File: src/rtl/branch_resolve.sv
// -----------------------------------------------------------------------------
// branch_resolve
//
// EX/MEM boundary stage that sits right after the branch driver. The front end
// fetches with a static not-taken policy; this stage decides whether the
// instruction in EX actually changes control flow, and if so fires a one-cycle
// PC redirect plus front-end flush. The next SQUASH_N valid instructions that
// still reach EX come from the wrong path, so they are turned into MEM bubbles.
// The surviving instruction is registered into MEM, and two saturating
// counters track how many branches were resolved and how many redirects fired.
//
// Ports
//   clk, reset         rising-edge clock, synchronous active-high reset
//   stall              MEM not ready; the whole stage holds
//   ex_valid           EX holds a real instruction
//   ex_branch/jal/jalr control class of the EX instruction (jalr > jal > branch)
//   ex_pc, ex_imm      PC and sign-extended immediate of the EX instruction
//   ex_result          ALU result from the branch driver (rs1+imm for JALR)
//   ex_rd, ex_regwrite destination register and its write enable
//   mem_*              registered MEM stage instruction
//   pc_redirect        one-cycle pulse: fetch from redirect_target
//   redirect_target    new PC, meaningful only while pc_redirect=1
//   flush_front        kills IF/ID and ID/EX, same timing as pc_redirect
//   target_misaligned  pulses with pc_redirect when the target is not word aligned
//   branch_cnt         conditional branches resolved (saturating)
//   taken_cnt          redirects issued (saturating)
// -----------------------------------------------------------------------------
module branch_resolve #(
  parameter int SQUASH_N = 2,
  parameter int CNT_W    = 16
) (
  input  logic             clk,
  input  logic             reset,
  input  logic             stall,
  input  logic             ex_valid,
  input  logic             ex_branch,
  input  logic             ex_jal,
  input  logic             ex_jalr,
  input  logic [31:0]      ex_pc,
  input  logic [31:0]      ex_imm,
  input  logic [31:0]      ex_result,
  input  logic [4:0]       ex_rd,
  input  logic             ex_regwrite,
  output logic             mem_valid,
  output logic [31:0]      mem_result,
  output logic [4:0]       mem_rd,
  output logic             mem_regwrite,
  output logic             pc_redirect,
  output logic [31:0]      redirect_target,
  output logic             flush_front,
  output logic             target_misaligned,
  output logic [CNT_W-1:0] branch_cnt,
  output logic [CNT_W-1:0] taken_cnt
);

  typedef enum logic {
    RUN,
    SQUASH
  } state_t;

  state_t      state;
  logic [2:0]  squash_cnt;

  logic        accept;
  logic        sel_jalr;
  logic        sel_jal;
  logic        sel_branch;
  logic        taken;
  logic        redirect;
  logic        resolve_branch;
  logic [31:0] target;
  logic [31:0] link_addr;

  // Decode the EX instruction. Illegal combinations of control bits are
  // resolved by priority so that exactly one source (or none) is selected;
  // a branch only counts as a branch when nothing outranks it.
  always_comb begin
    accept         = 1'b0;
    sel_jalr       = 1'b0;
    sel_jal        = 1'b0;
    sel_branch     = 1'b0;
    taken          = 1'b0;
    redirect       = 1'b0;
    resolve_branch = 1'b0;
    target         = 32'h0;
    link_addr      = 32'h0;

    accept     = !stall && ex_valid;
    sel_jalr   = ex_jalr;
    sel_jal    = !ex_jalr && ex_jal;
    sel_branch = !ex_jalr && !ex_jal && ex_branch;

    // The driver reports a taken branch as any nonzero result, including
    // the all-ones pattern it produces for BNE.
    taken = sel_branch && (ex_result != 32'h0);

    redirect       = accept && (state == RUN) && (taken || sel_jal || sel_jalr);
    resolve_branch = accept && (state == RUN) && sel_branch;

    if (sel_jalr) begin
      target = {ex_result[31:1], 1'b0};
    end else begin
      target = ex_pc + ex_imm;
    end
    link_addr = ex_pc + 32'd4;
  end

  // Stage FSM. The redirect outputs are rebuilt every edge regardless of
  // stall so the pulse is always exactly one cycle wide. MEM registers, the
  // state and the squash counter only move on unstalled edges. Bubbles keep
  // the old result and rd so downstream sees no spurious data toggling.
  always_ff @(posedge clk) begin
    if (reset) begin
      state             <= RUN;
      squash_cnt        <= 3'd0;
      mem_valid         <= 1'b0;
      mem_result        <= 32'h0;
      mem_rd            <= 5'd0;
      mem_regwrite      <= 1'b0;
      pc_redirect       <= 1'b0;
      flush_front       <= 1'b0;
      redirect_target   <= 32'h0;
      target_misaligned <= 1'b0;
    end else begin
      pc_redirect       <= redirect;
      flush_front       <= redirect;
      redirect_target   <= redirect ? target : 32'h0;
      target_misaligned <= redirect && (target[1:0] != 2'b00);

      if (!stall) begin
        if (!ex_valid) begin
          mem_valid    <= 1'b0;
          mem_regwrite <= 1'b0;
        end else begin
          case (state)
            RUN: begin
              mem_valid    <= 1'b1;
              mem_rd       <= ex_rd;
              mem_regwrite <= ex_regwrite && !sel_branch;
              mem_result   <= (sel_jal || sel_jalr) ? link_addr : ex_result;
              if (redirect) begin
                squash_cnt <= 3'(SQUASH_N);
                state      <= SQUASH;
              end
            end
            SQUASH: begin
              mem_valid    <= 1'b0;
              mem_regwrite <= 1'b0;
              squash_cnt   <= squash_cnt - 3'd1;
              if (squash_cnt == 3'd1) begin
                state <= RUN;
              end
            end
            default: begin
              state <= RUN;
            end
          endcase
        end
      end
    end
  end

  // Saturating statistics: stick at all-ones instead of wrapping.
  always_ff @(posedge clk) begin
    if (reset) begin
      branch_cnt <= '0;
      taken_cnt  <= '0;
    end else begin
      if (resolve_branch && (branch_cnt != {CNT_W{1'b1}})) begin
        branch_cnt <= branch_cnt + CNT_W'(1);
      end
      if (redirect && (taken_cnt != {CNT_W{1'b1}})) begin
        taken_cnt <= taken_cnt + CNT_W'(1);
      end
    end
  end

endmodule

File: config.mk
export PLATFORM = sky130hd
export DESIGN_NAME = branch_resolve
export DESIGN_NICKNAME = d
export VERILOG_FILES = /design/src/rtl/branch_resolve.sv
export SDC_FILE = /design/constraint.sdc
export NUM_CORES = 1
export LEC_CHECK = 0
export ABC_AREA = 0
export BUFFER_PORTS_ARGS = -buffer_cell sky130_fd_sc_hd__buf_2
export CAP_MARGIN = 20
export CORE_UTILIZATION = 52
export DETAILED_ROUTE_END_ITERATION = 10
export PLACE_DENSITY_LB_ADDON = 0.05
export SYNTH_ARGS = -nofsm -noshare
export SYNTH_HDL_FRONTEND = slang
export SYNTH_SLANG_ARGS = --single-unit
File: constraint.sdc
create_clock -name clk -period 3.57 [get_ports clk]
set_input_delay 0.5355 -clock clk [delete_from_list [all_inputs] [get_ports clk]]
set_output_delay 0.5355 -clock clk [all_outputs]
set_load 0.05 [all_outputs]
# Word-level counts from Yosys, hierarchy flattened
# Cells that the tools add are included.
# Widths: inputs -> output; s select.
# totals
ff_bits	109
in_bits	109
# op_classes
add_sub_neg	5
eq_ne	4
mux	11
bitwise_logic	3
reduce_logical	25
# op_table
operator	n
$mux 32	2
$add 16x1->16 const B	2
$add 32x3->32 const B	1
$add 32x32->32	1
$ne 16x16->1 const B	2
$reduce_bool 32->1	1
$logic_and 1x1->1	12
$pmux 1 s2	3
$pmux 3 s2	1
$reduce_and 3->1	2
$logic_not 1->1	4
$mux 1	4
$eq 3x1->1 const B	1
$logic_or 1x1->1	3
$mux 3	1
$not 1->1	3
$sub 3x1->3 const B	1
$ne 2x2->1 const B	1
$reduce_and 2->1	1
$reduce_bool 2->1	1
$reduce_or 2->1	1

# Logic depth before layout (Yosys ltp)
# depth
depth_word	9
depth_mapped	11
mapped_depth_nobuf	11

# Worst setup path after synthesis
# Ideal clock, no wire load.
# synth_timing
path_type	input-to-reg
startpoint	input port ex_pc[13]
endpoint	register redirect_target[31]
setup_ps	120
arrival_ps	2676
required_ps	3450
setup_slack_ps	774
stages	10
n_path_buf	1
cell_sequence	ha_1 and2_4 buf_6 a32oi_1 a211oi_2 a2111oi_2 nor2_2 or3b_1 and3_1 o31a_1
# synth_via
elab_chain_len	2
# synth_rtl
element	line	rtl
start, declared	39	input logic [31:0] ex_pc,
$add 32x32->32	103	target = ex_pc + ex_imm;
$mux 32	100	if (sel_jalr) begin
end signal, assigned	127	redirect_target <= redirect ? target : 32'h0;
end, declared	49	output logic [31:0] redirect_target,
# No other way between the ends.
# A chain may end at the register's enable or synchronous reset.

# Final worst setup path
# layout_timing
startpoint	input port ex_pc[0]
endpoint	register redirect_target[30]
# The elaborated chain is that of the path after synthesis.

==> results.md <==
| Quantity | Reported | Unit |
|---|---|---|
| Layout cell share with drive strength beyond 1 | 0.248 | - |
| Upper clock frequency limit | 349 | MHz |
| Primary FF master, synth | dfxtp_1 | - |
| Final hold vios | 0 | - |
| Setup skew after layout | 6.45 | ps |
| Crit end category | register | - |
| Summed instance area of the synthesized netlist | 0.00672 | mm^2 |
| Die H | 116 | um |
| Via density per instance | 5.55 | - |
| Hold bufs inserted after CTS | 0 | - |
| Hold slack | 414 | ps |
| Root Buffer | clkbuf_16 | - |
| Sequential-to-total area share from yosys stat | 0.325 | - |
| Synth top area cells | dfxtp_1 32%, nor2_1 7.3%, ha_1 6.7%, a21oi_1 6.0%, xor2_1 5.0% | - |
| Placeable Area | 0.0126 | mm^2 |
| Clock slew at reported path FFs | 80 | ps |
| Portion of synthesized cell area occupied by the leading cell type | 0.325 | - |
| Number of enable-type register cells in the synthesized netlist | 0 | - |
| Warning count from the yosys run | 0 | - |
| Post-DR wirelength/cell | 16.1 | um |
| Remaining DRCs | 0 | - |
| WP data arrival | 3110 | ps |
| Final worst path period share | 0.802 | - |
| Post-synthesis net count | 998 | - |
| Simple-gate share of the synthesized area | 0.248 | - |
| Adder-cell share of the synthesized area | 0.0700 | - |
| Number of distinct library cell variants in the gate-level netlist after synthesis | 67 | - |
| Via count of the first global-routing pass | 6164 | - |
| Leftover overflow at the end of global routing | 0 | - |
| Overall global routing resource usage | 0.293 | - |
| Mux share of post-synthesis cell area | 0.0134 | - |
| Share of flip-flops with an asynchronous set or reset | 0 | - |
| Maximum level of the CTS H-tree | 3 | - |
| Count of final setup violators | 0 | - |
| Max capacitance violation total | 0 | - |
| Setup repair after global routing missed its margin | false | - |
| Cell row count | 41 | - |
| Number of search-and-repair iterations in the first detailed-routing pass | 5 | - |
| Die Width | 116 | um |
| Top Ports | 215 | - |
| TNS Setup | 0 | ps |
| Largest family of logic cells by synthesized area | simple AND/OR/NAND/NOR gates | - |
| Pins over their slew limit | 0 | - |
| Antenna-violating nets left | 0 | - |
| Initial Utilization | 0.533 | - |
| Compound-gate portion of the synthesized area | 0.201 | - |
| Clock buffer count from CTS | 9 | - |
| Area of the die | 0.0134 | mm^2 |
| Final nets | 1186 | - |
| Pin count of the biggest net entering global routing | 76 | - |
| Clock tree from TritonCTS | yes | - |
| Synth Register Bits | 109 | - |
| Maximum vdd ir drop | 0.000270 | V |
| Fraction of synthesized cell area in xor and xnor cells | 0.0951 | - |
| Sinks on the clock net | 109 | - |
| Gate Count Post-Synth | 852 | - |
| Detailed Route Iter0 Violations | 536 | - |
| Layout-stage area growth over the synthesis result | 20.9 | % |
| Worst slew pin tran | 902 | ps |
| Detailed-route via count | 6765 | - |
| Final WL | 19700 | um |
| Average cell area after synthesis | 7.89 | um^2 |
| Longest Clk Path Bufs | 2 | - |
| Hold/Removal Path Class | input pin to register | - |
| Largest fanout on the critical path | 4 | - |
| Port-buffer cells | 214 | - |
| Post-cts gate resize count | 0 | - |
| Number of antenna violations at the first check in global routing | 1 | - |
| Half-perimeter wire length after placement | 14800 | um |
| Max-Slew Margin vs Limit | 0.398 | - |
| Critical Setup Path Class | input pin to register | - |
| Required time reported for the critical path endpoint | 3810 | ps |
| Most area-hungry cell type in the Yosys netlist | dfxtp_1 | - |
| Post-CTS setup buffer count | 0 | - |
| Pwr per Cell Area | 376 | mW/mm^2 |
| Worst skew pair latency | 350 | ps |
| Cell leakage power | 3.68 | nW |
| Placer congestion estimate | 0.938 | - |
| Result of the run | completed | - |
| Final period demand of the worst path | 2860 | ps |
| Filler Cell Count | 1223 | - |
| Global-route wire length before repair | 30700 | um |
| CP Launch Type | input pin | - |
-- synthesized netlist by cell type (8+ instances only) --
cell type / count
a211oi_1: 27
o211ai_1: 8
and3_1: 13
clkbuf_1: 35
nor3_1: 14
ha_1: 36
dfxtp_1: 109
inv_1: 21
mux2i_1: 9
a21o_1: 16
nand3_1: 39
nor2_1: 130
nor4_1: 10
xnor2_1: 35
or3_1: 13
o21ai_0: 29
nand4_1: 16
nand2_1: 71
a311oi_1: 8
a21oi_1: 80
xor2_1: 38
-- sequential cells by signal, summed over array words and instances (netlist names) --
signal             flops
mem_result            32
mem_valid              1
squash_cnt             3
branch_cnt            16
target_misaligned      1
redirect_target       32
taken_cnt             16
mem_rd                 5
flush_front            1
mem_regwrite           1
state                  1
-- through the flow --
step,setup slack (ps),total power [mW],instance area [um^2],instances,util
finish,709,3.06,8130,1218,0.644
floorplan,774,1.87,6720,852,-
CTS,751,3.07,8120,1217,0.644
global placement,480,2.09,7840,1201,0.621
detailed placement,382,2.10,7840,1201,0.621
global route,388,3.20,8130,1218,0.644
-- per-layer routing --
layer  vias up  wire, um  track usage
li1       3415         -            -
met2       205      9260        0.489
met4         0       452        0.104
met5         -         0            0
met1      3114      8920        0.381
met3        31      1040       0.0513
-- cell type report --
| class | instances | area (um^2) | area share |
|---|---|---|---|
| flip-flops and latches | 109 | 2180 | 0.269 |
| repair buffers | 224 | 1150 | 0.141 |
| multi-input cells | 675 | 4220 | 0.519 |
| clock inverters | 6 | 57.6 | 0.00708 |
| diodes | 1 | 2.50 | 0.000308 |
| clock buffers | 10 | 229 | 0.0282 |
| well taps | 172 | 215 | 0.0265 |
| inverters | 21 | 78.8 | 0.00970 |
-- placed cells by master, fill, tap and decap left out, drive strengths merged, types with 3 or more instances in the layout --
master   count
nor2b        6
nand3       39
nor4        12
nand4       17
buf        224
nand2       71
o21a         4
and2         5
nor3        14
a311oi       8
or2          3
ha          36
inv         23
and3        13
a21oi       81
nand2b       7
xor2        38
o31ai        3
xnor2       35
or3         13
clkbuf      10
dfxtp      109
a31oi        6
o21bai       3
and4         5
o21ai       29
o22ai        3
a211oi      29
nor2       131
mux2i        9
o2111ai      4
a21o        19
o211ai       8
-- power breakdown --
group,internal [mW],leakage (nW),switching [mW]
Clock,0.487,0.132,0.492
Sequential,1.26,0.886,0.0201
Combinational,0.276,2.67,0.525
Total,2.02,3.68,1.04
-- logic make-up (layout without fill, tap and decap cells) --
kind of cell,after synthesis,after routing
xor gates and xnor gates,73,73
muxes,9,9
DFF,109,109
AOI/OAI and AO/OA,210,210
buffers and inverters,68,261
and+or+nand+nor,346,346
other,0,1
adders and majority gates,37,37
-- worst max-delay path, cell delays in order --
cell,delay (ps)
buf_2,90
ha_1,250
inv_1,80
fa_1,370
nor2b_1,190
o2111ai_1,190
a211oi_1,360
o31ai_1,150
o211ai_1,410
a21oi_1,150
o2111ai_1,230
nand3b_1,90
-- final timing paths --
check	start	end	slack, ps	cells after the start
worst min-delay path	ex_rd[2]	mem_rd[2]	410	3
worst max-delay path	ex_pc[0]	redirect_target[30]	710	12
worst min register to register	mem_result[25]	mem_result[25]	460	2
worst max register to register	branch_cnt[0]	branch_cnt[12]	1370	8
Power figures use the tool's default switching activity.
